===== config.mk =====
export PLATFORM = sky130hd
export DESIGN_NAME = mem_wb_skid_fifo_flat
export DESIGN_NICKNAME = d
export VERILOG_FILES = /design/src/rtl/mem_wb_skid_fifo_if.sv /design/src/rtl/mem_wb_skid_fifo.sv /design/src/flat_wrapper.sv
export SDC_FILE = /design/constraint.sdc
export NUM_CORES = 1
export LEC_CHECK = 0
export ABC_AREA = 1
export CAP_MARGIN = 20
export CORE_UTILIZATION = 40
export CTS_CLUSTER_SIZE = 8
export DETAILED_ROUTE_END_ITERATION = 12
export GPL_TIMING_DRIVEN = 0
export PLACE_DENSITY = 0.68
export SLEW_MARGIN = 20
export SYNTH_ARGS = -nofsm -noshare
export SYNTH_HDL_FRONTEND = slang
export SYNTH_SLANG_ARGS = --single-unit
export TNS_END_PERCENT = 5

===== constraint.sdc =====
create_clock -name clk -period 11.5 [get_ports clk]
set_input_delay 1.725 -clock clk [delete_from_list [all_inputs] [get_ports clk]]
set_output_delay 1.725 -clock clk [all_outputs]
set_load 0.1 [all_outputs]

===== src/rtl/mem_wb_skid_fifo_if.sv =====
// Valid/ready/payload bundle used on both sides of the MEM->WB buffer.
// master drives valid+data and samples ready; slave is the reverse.
interface mem_wb_skid_fifo_if #(
   parameter int PW = 257
);
   logic          valid;
   logic          ready;
   logic [PW-1:0] data;

   modport master (
      output valid,
      output data,
      input  ready
   );

   modport slave (
      input  valid,
      input  data,
      output ready
   );
endinterface


===== src/rtl/mem_wb_skid_fifo.sv =====
// Elastic MEM->WB buffer: captures the result bundle on the push edge,
// replays it under valid/ready, and flags GPR RAW hits for decode.
// Ports: clk, reset (async, active-low), s_in (slave: in_valid/in_ready/
// in_data), m_out (master: out_valid/out_ready/out_data), flush, count,
// rs1_addr, rs2_addr, raw_hit.
module mem_wb_skid_fifo #(
   parameter int DEPTH = 2,
   parameter int PW    = 257
) (
   input  logic                       clk,
   input  logic                       reset,
   mem_wb_skid_fifo_if.slave          s_in,
   mem_wb_skid_fifo_if.master         m_out,
   input  logic                       flush,
   output logic [$clog2(DEPTH+1)-1:0] count,
   input  logic [3:0]                 rs1_addr,
   input  logic [3:0]                 rs2_addr,
   output logic                       raw_hit
);
   localparam int AW     = $clog2(DEPTH);
   localparam int CW     = $clog2(DEPTH+1);
   localparam int GPR_WE = 22;
   localparam int GPR_WA = 17;

   logic [PW-1:0] r_mem [DEPTH];
   logic [AW-1:0] r_wr_ptr;
   logic [AW-1:0] r_rd_ptr;
   logic [CW-1:0] r_count;

   logic          w_ready;
   logic          w_valid;
   logic          w_push;
   logic          w_pop;
   logic          w_hit;
   logic [AW-1:0] w_off;
   logic [3:0]    w_wa;

   // Ready comes from registered count only: no in_valid/out_ready path.
   assign w_ready = (r_count != CW'(DEPTH));
   assign w_valid = (r_count != '0);
   assign w_push  = s_in.valid & w_ready;
   assign w_pop   = w_valid & m_out.ready;

   assign s_in.ready  = w_ready;
   assign m_out.valid = w_valid;
   assign m_out.data  = w_valid ? r_mem[r_rd_ptr] : '0;
   assign count       = r_count;
   assign raw_hit     = w_hit;

   always_ff @(posedge clk or negedge reset) begin
      if (!reset) begin
         r_wr_ptr <= '0;
         r_rd_ptr <= '0;
         r_count  <= '0;
      end else if (flush) begin
         r_wr_ptr <= '0;
         r_rd_ptr <= '0;
         r_count  <= '0;
      end else begin
         if (w_push)
            r_wr_ptr <= r_wr_ptr + 1'b1;
         if (w_pop)
            r_rd_ptr <= r_rd_ptr + 1'b1;
         case ({w_push, w_pop})
            2'b10:   r_count <= r_count + 1'b1;
            2'b01:   r_count <= r_count - 1'b1;
            default: r_count <= r_count;
         endcase
      end
   end

   // Payload storage is never reset; occupancy masks stale entries.
   always_ff @(posedge clk) begin
      if (w_push && !flush)
         r_mem[r_wr_ptr] <= s_in.data;
   end

   // Entry i is occupied when its distance from rd_ptr is below count.
   always_comb begin
      w_hit = 1'b0;
      w_off = '0;
      w_wa  = '0;
      for (int i = 0; i < DEPTH; i++) begin
         w_off = AW'(i) - r_rd_ptr;
         w_wa  = r_mem[i][GPR_WA +: 4];
         if ((CW'(w_off) < r_count) &&
             r_mem[i][GPR_WE] &&
             (w_wa != 4'd0) &&
             ((w_wa == rs1_addr) || (w_wa == rs2_addr)))
            w_hit = 1'b1;
      end
   end
endmodule


===== src/flat_wrapper.sv =====
// flat-port wrapper written by rule: the top's interface ports become plain ports
module mem_wb_skid_fifo_flat 
#(
   parameter int DEPTH = 2,
   parameter int PW    = 257
)
  (clk, reset, flush, count, rs1_addr, rs2_addr, raw_hit, s_in_valid, s_in_data, s_in_ready, m_out_valid, m_out_data, m_out_ready);
  mem_wb_skid_fifo_if #(.PW(PW)) s_in_i ();
  mem_wb_skid_fifo_if #(.PW(PW)) m_out_i ();
  input  logic clk;
  input  logic reset;
  input  logic flush;
  output logic [$clog2(DEPTH+1)-1:0] count;
  input  logic [3:0] rs1_addr;
  input  logic [3:0] rs2_addr;
  output logic raw_hit;
  input wire logic [$bits(s_in_i.valid)-1:0] s_in_valid;
  input wire logic [$bits(s_in_i.data)-1:0] s_in_data;
  output wire logic [$bits(s_in_i.ready)-1:0] s_in_ready;
  output wire logic [$bits(m_out_i.valid)-1:0] m_out_valid;
  output wire logic [$bits(m_out_i.data)-1:0] m_out_data;
  input wire logic [$bits(m_out_i.ready)-1:0] m_out_ready;
  assign s_in_i.valid = s_in_valid;
  assign s_in_i.data = s_in_data;
  assign s_in_ready = s_in_i.ready;
  assign m_out_valid = m_out_i.valid;
  assign m_out_data = m_out_i.data;
  assign m_out_i.ready = m_out_ready;
  mem_wb_skid_fifo #(.DEPTH(DEPTH), .PW(PW)) u_core (.clk(clk), .reset(reset), .s_in(s_in_i), .m_out(m_out_i), .flush(flush), .count(count), .rs1_addr(rs1_addr), .rs2_addr(rs2_addr), .raw_hit(raw_hit));
endmodule

* Word level (Yosys, flattened, before mapping)
Memories as Yosys holds them, arrays and structs flattened. Cells that the tools add are included.
Storage, ports and cells: latch bits 0, register bits after elaboration 4, bits of input ports 270, bits in read-only memories 0, output and inout port bits 262, bits in writable memories 514, memories kept 1, logic and storage cells 48
Memory list:
- u_core.r_mem | depth 2, bits a word 257, read ports 3, clocked after memory_dff 0, write ports 1, line mem_wb_skid_fifo.sv:25 | logic [PW-1:0] r_mem [DEPTH];
Operators by class: divide/modulo/power cells 0, add/subtract/negate cells 6, reductions and logical operators 16, multiplexer cells 11, bitwise gates (word level) 2, equality and inequality tests 7, $lt $le $gt $ge 2, multiply operators 0, shift operators 0
Operator list (number):
- $mux 257 | 1
- $eq 4x4->1 | 4
- $mux 1 | 8
- $reduce_bool 4->1 | 2
- $logic_and 1x1->1 | 7
- $reduce_bool 2->1 | 3
- $lt 1x2->1 | 2
- $pmux 2 s2 | 1
- $reduce_bool 3->1 | 1
- $add 1x1->1 const B | 2
- $add 2x1->2 const B | 1
- $and 1x1->1 | 2
- $eq 2x1->1 const B | 1
- $eq 2x2->1 const B | 1
- $logic_or 1x1->1 | 2
- $mux 2 | 1
- $ne 2x2->1 const B | 1
- $sub 1x1->1 const A | 2
- $sub 2x1->2 const B | 1
- $logic_not 1->1 | 1

* Depth between registers and ports, before layout
depth in word-level cells 7, depth in mapped cells 8, depth with buffers taken out 8

* Worst setup path before layout
No wires, ideal clock.
kind input port to flip-flop, start point in s_in_valid, end point mem u_core.r_mem[0][0] (enable), path buffers 0, arrival 12.685 ns, slack -2.064 ns, library setup time 0.879 ns, cell stages on the path 4, cells stage by stage inv_1 -> a21oi_1 -> nand2_1 -> nor2_1
Between the ends: longest elaborated chain between the ends 4
Ends and longest elaborated chain:
- start: declaration | line flat_wrapper.sv:17 | input wire logic [$bits(s_in_i.valid)-1:0] s_in_valid;
- $and 1x1->1 | line mem_wb_skid_fifo.sv:41 | assign w_push = s_in.valid & w_ready;
- $logic_and 1x1->1 | line mem_wb_skid_fifo.sv:74 | if (w_push && !flush)
- $mux 1 | line mem_wb_skid_fifo.sv:74
- $mux 1 (implied by the code) | line mem_wb_skid_fifo.sv:75 | r_mem[r_wr_ptr] <= s_in.data;
- end: declaration | line mem_wb_skid_fifo.sv:25
Every way passes these cells.

* Worst setup path after layout
start point in rs1_addr[0], end point out raw_hit
Between the ends: longest elaborated chain between the ends 5, elaborated cells between the ends (all ways) 8, classes of those cells eq/ne: 2; mux: 2; reduce/logical: 4
Ends and longest elaborated chain:
- start: declaration | line flat_wrapper.sv:14 | input logic [3:0] rs1_addr;
- $eq 4x4->1 | line mem_wb_skid_fifo.sv:89 | ((w_wa == rs1_addr) || (w_wa == rs2_addr)))
- $logic_or 1x1->1 | line mem_wb_skid_fifo.sv:89
- $logic_and 1x1->1 | line mem_wb_skid_fifo.sv:88 | (w_wa != 4'd0) &&
- $mux 1 | line mem_wb_skid_fifo.sv:86 | if ((CW'(w_off) < r_count) &&
- $mux 1 (*) | line mem_wb_skid_fifo.sv:86
- end: declaration | line flat_wrapper.sv:16 | output logic raw_hit;
Every way passes the cells marked *; elsewhere a longest branch is shown, timed or not.

==> impl_metrics.xml <==
<?xml version="1.0" encoding="UTF-8"?>
<metrics>
  <group name="run_status">
    <metric name="outcome" unit="">complete, no violations</metric>
  </group>
  <group name="detailed_routing">
    <metric name="vias_per_cell" unit="">4.94</metric>
    <metric name="detail_route.first_pass.iterations" unit="">5</metric>
    <metric name="drt_drc_violations_left" unit="">0</metric>
    <metric name="ant_nets" unit="">0</metric>
    <metric name="total_number_of_vias" unit="">13894</metric>
    <metric name="first_iter_violations" unit="">767</metric>
    <metric name="wirelength" unit="um">57400</metric>
    <metric name="detail_route.wl_per_cell" unit="um">20.4</metric>
  </group>
  <group name="worst_hold_path">
    <metric name="min_path_cells" unit="">1</metric>
    <metric name="hold_path_end" unit="">u_core.r_wr_ptr$_DFFE_PN0P_</metric>
    <metric name="holdCritPathClass" unit="">reg -&gt; reg</metric>
    <metric name="worstHoldStart" unit="">u_core.r_wr_ptr$_DFFE_PN0P_</metric>
  </group>
  <group name="clock_tree">
    <metric name="post_cts.repair.setup_buffers" unit="">0</metric>
    <metric name="cts-buffers-inserted" unit="">74</metric>
    <metric name="h_tree_depth" unit="">3</metric>
    <metric name="cts_root_buf" unit="">sky130_fd_sc_hd__clkbuf_16</metric>
    <metric name="postCtsHoldBufs" unit="">0</metric>
    <metric name="cts_tree" unit="">built</metric>
    <metric name="cts-root-to-sink-buffers" unit="">3</metric>
    <metric name="cts-resized-gates" unit="">0</metric>
    <metric name="worstSkewPairLatency" unit="ps">610</metric>
    <metric name="cts.reportedPaths.clkPinSlew" unit="ps">50</metric>
    <metric name="tritoncts_num_sinks" unit="">518</metric>
  </group>
  <group name="place">
    <metric name="dp_hpwl" unit="um">40600</metric>
    <metric name="dp_worst_setup_slack" unit="ps">5840</metric>
    <metric name="weighted_congestion_reported_at_the_end_of_routability_driven_placement" unit="">0.873</metric>
    <metric name="io_buffer_count" unit="">531</metric>
    <metric name="dpl-instance-area" unit="sq um">26700</metric>
  </group>
  <group name="synth">
    <metric name="netlist-cell-type-count" unit="">18</metric>
    <metric name="synth_area_per_cell" unit="sq um">13.3</metric>
    <metric name="synthesis.instances" unit="">1495</metric>
    <metric name="sequential_element_share_of_the_synthesized_area" unit="">0.782</metric>
    <metric name="syn-num-nets" unit="">1765</metric>
    <metric name="mappedNetlistArea" unit="sq um">19900</metric>
    <metric name="seq_cells_post_synth" unit="">518</metric>
    <metric name="synth.yosys.warnings" unit="">0</metric>
  </group>
  <group name="sta">
    <metric name="period_share" unit="">0.493</metric>
    <metric name="timing.slew.headroom" unit="">0.263</metric>
    <metric name="post-route-worst-setup-slack" unit="ps">5830</metric>
    <metric name="max_clock_freq" unit="MHz">176</metric>
    <metric name="timing_hold_violations_final" unit="">0</metric>
    <metric name="final_period_minus_worst_setup_slack" unit="ps">5670</metric>
    <metric name="grt_setup_unrepaired" unit="">no</metric>
    <metric name="fin_tns_setup" unit="ps">0</metric>
    <metric name="clock_skew" unit="ps">15.1</metric>
    <metric name="slew_viol_final" unit="">0</metric>
    <metric name="timing.final.setup_violations" unit="">0</metric>
    <metric name="max_slew.worst_pin.slew" unit="ps">1100</metric>
  </group>
  <group name="setup_path">
    <metric name="critPathLaunchType" unit="">input pin</metric>
    <metric name="critical_path.endpoint_type" unit="">output port</metric>
    <metric name="crit-reg2reg-capture" unit="">u_core.r_mem[0][166]$_DFFE_PP_</metric>
    <metric name="regToRegStartpoint" unit="">u_core.count[0]$_DFFE_PN0P_</metric>
    <metric name="worst-setup-path-type" unit="">in -&gt; out</metric>
    <metric name="critical_path_maximum_fanout" unit="">3</metric>
    <metric name="worstPathRequired" unit="ps">9780</metric>
    <metric name="reg2reg_setup_slack" unit="ps">8600</metric>
    <metric name="worstPathArrival" unit="ps">3950</metric>
    <metric name="worst-r2r-cell-count" unit="">10</metric>
  </group>
  <group name="global_route">
    <metric name="grt_max_degree" unit="">26</metric>
    <metric name="groute.usage.overall" unit="">0.224</metric>
    <metric name="number_of_antenna_violations_at_the_first_check_in_global_routing" unit="">14</metric>
    <metric name="grt_overflow_total" unit="">0</metric>
    <metric name="number_of_global_route_vias_before_repair" unit="">14148</metric>
    <metric name="global_route_wire_length_before_repair" unit="um">83800</metric>
  </group>
  <group name="final_layout">
    <metric name="layout.cells.most_common" unit="">sky130_fd_sc_hd__nand2_1</metric>
    <metric name="final.fill_count" unit="">3810</metric>
    <metric name="fin_nets" unit="">2398</metric>
    <metric name="fin_area" unit="sq um">28700</metric>
    <metric name="postLayoutCoreUtil" unit="">0.586</metric>
    <metric name="post_route_cells_drive_above_1_share" unit="">0.0953</metric>
    <metric name="syn_to_final_growth" unit="%">44.5</metric>
    <metric name="mostFrequentLayoutCells" unit="">sky130_fd_sc_hd__nand2_1 (579), sky130_fd_sc_hd__clkdlybuf4s50_1 (531), sky130_fd_sc_hd__edfxtp_1 (514)</metric>
  </group>
  <group name="floorplan">
    <metric name="core_area" unit="sq um">49000</metric>
    <metric name="fp.dieH" unit="um">225</metric>
    <metric name="die-area" unit="sq um">50600</metric>
    <metric name="std_cell_rows" unit="">81</metric>
    <metric name="initial_core_util" unit="">0.406</metric>
    <metric name="die_x" unit="um">225</metric>
    <metric name="top_level_ports" unit="">532</metric>
  </group>
  <group name="power_and_ir_drop">
    <metric name="p_leak" unit="nW">10.2</metric>
    <metric name="power" unit="mW">6.87</metric>
    <metric name="vdd.ir_drop.worst" unit="V">0.000196</metric>
    <metric name="power.density" unit="nW/um^2">239</metric>
  </group>
  <group name="flow_run">
    <metric name="drv.max_cap_violation_count" unit="">0</metric>
  </group>
</metrics>
==> worst max-delay path, stage by stage <==
cell and delay [ps]:
sky130_fd_sc_hd__clkdlybuf4s50_1 550, sky130_fd_sc_hd__inv_1 80, sky130_fd_sc_hd__nand2_1 60, sky130_fd_sc_hd__nand2_1 50, sky130_fd_sc_hd__nor2_1 90, sky130_fd_sc_hd__nand2_1 60
sky130_fd_sc_hd__nand2_1 60, sky130_fd_sc_hd__nand2_1 40, sky130_fd_sc_hd__nand2_1 70, sky130_fd_sc_hd__clkdlybuf4s50_1 1160
==> cells in the mapped netlist (all sizes together) <==
master / count / share of area
a21oi: 259 / 0.071
buf: 61 / 0.021
clkbuf: 24 / 0.0045
dfrtp: 4 / 0.0050
edfxtp: 514 / 0.78
inv: 22 / 0.0042
nand2: 582 / 0.11
nand3: 3 / 0.00076
nand4: 2 / 0.00063
nor2: 16 / 0.0031
o21ai: 7 / 0.0018
o22ai: 1 / 0.00032
==> through the flow <==
stage | hold WS, ps | cells
6_report | 551 | 2813
5_1_grt | 573 | 2812
4_1_cts | 555 | 2804
3_5_place_dp | 548 | 2716
3_3_place_gp | 495 | 2690
2_1_floorplan | 479 | 1495
==> metal layers <==
| metal | global-route usage | vias up | wire (um) | part of all wire |
|---|---|---|---|---|
| met2 | 0.373 | 569 | 28600 | 0.50 |
| met3 | 0.0894 | 112 | 5970 | 0.10 |
| li1 | - | 6525 | - | - |
| met5 | 0 | - | 56 | 0.00098 |
| met1 | 0.253 | 6680 | 20900 | 0.37 |
| met4 | 0.0966 | 8 | 1820 | 0.032 |
==> cell families after synthesis <==
kind of cell	count (synthesis)	share of synthesized area
simple gates	603	0.115
compound gates	267	0.0730
flops	518	0.782
buf+inv	107	0.0300
==> report_power, final <==
| group | switching [mW] | internal [mW] |
|---|---|---|
| Sequential | 0.0264 | 2.20 |
| Clock | 0.751 | 1.17 |
| Combinational | 2.12 | 0.608 |
==> how the worst max path moves through the flow <==
stage | from | to | slack, ps | depth (start not counted)
after CTS | rs2_addr[1] | raw_hit | 5830 | 10
after floorplan | u_core.count[0]$_DFFE_PN0P_ | u_core.r_mem[1][0]$_DFFE_PP_ | -2050 | 4
after global placement | flush | u_core.r_mem[1][175]$_DFFE_PP_ | -8930 | 4
after detailed placement | rs2_addr[1] | raw_hit | 5840 | 10
after global routing | rs1_addr[1] | raw_hit | 5670 | 10
final | rs1_addr[0] | raw_hit | 5830 | 10
==> layout make-up <==
class	instances	area [sq um]	share of cell area
Timing Repair Buffer	557	5970	0.208
Antenna cell	9	22.5	0.000785
Sequential cell	518	15500	0.541
Inverter	22	82.6	0.00288
Tap cell	664	831	0.0290
Multi-Input combinational cell	870	3750	0.131
Buffer	85	513	0.0179
Clock buffer	83	1930	0.0672
Clock inverter	5	62.6	0.00218
==> sequential cells by signal, summed over array words and instances, names as in the netlist <==
name,cells
u_core.r_mem,514
u_core.count,2
u_core.r_rd_ptr,1
u_core.r_wr_ptr,1
Note: power is estimated with default switching activity, not from simulation.
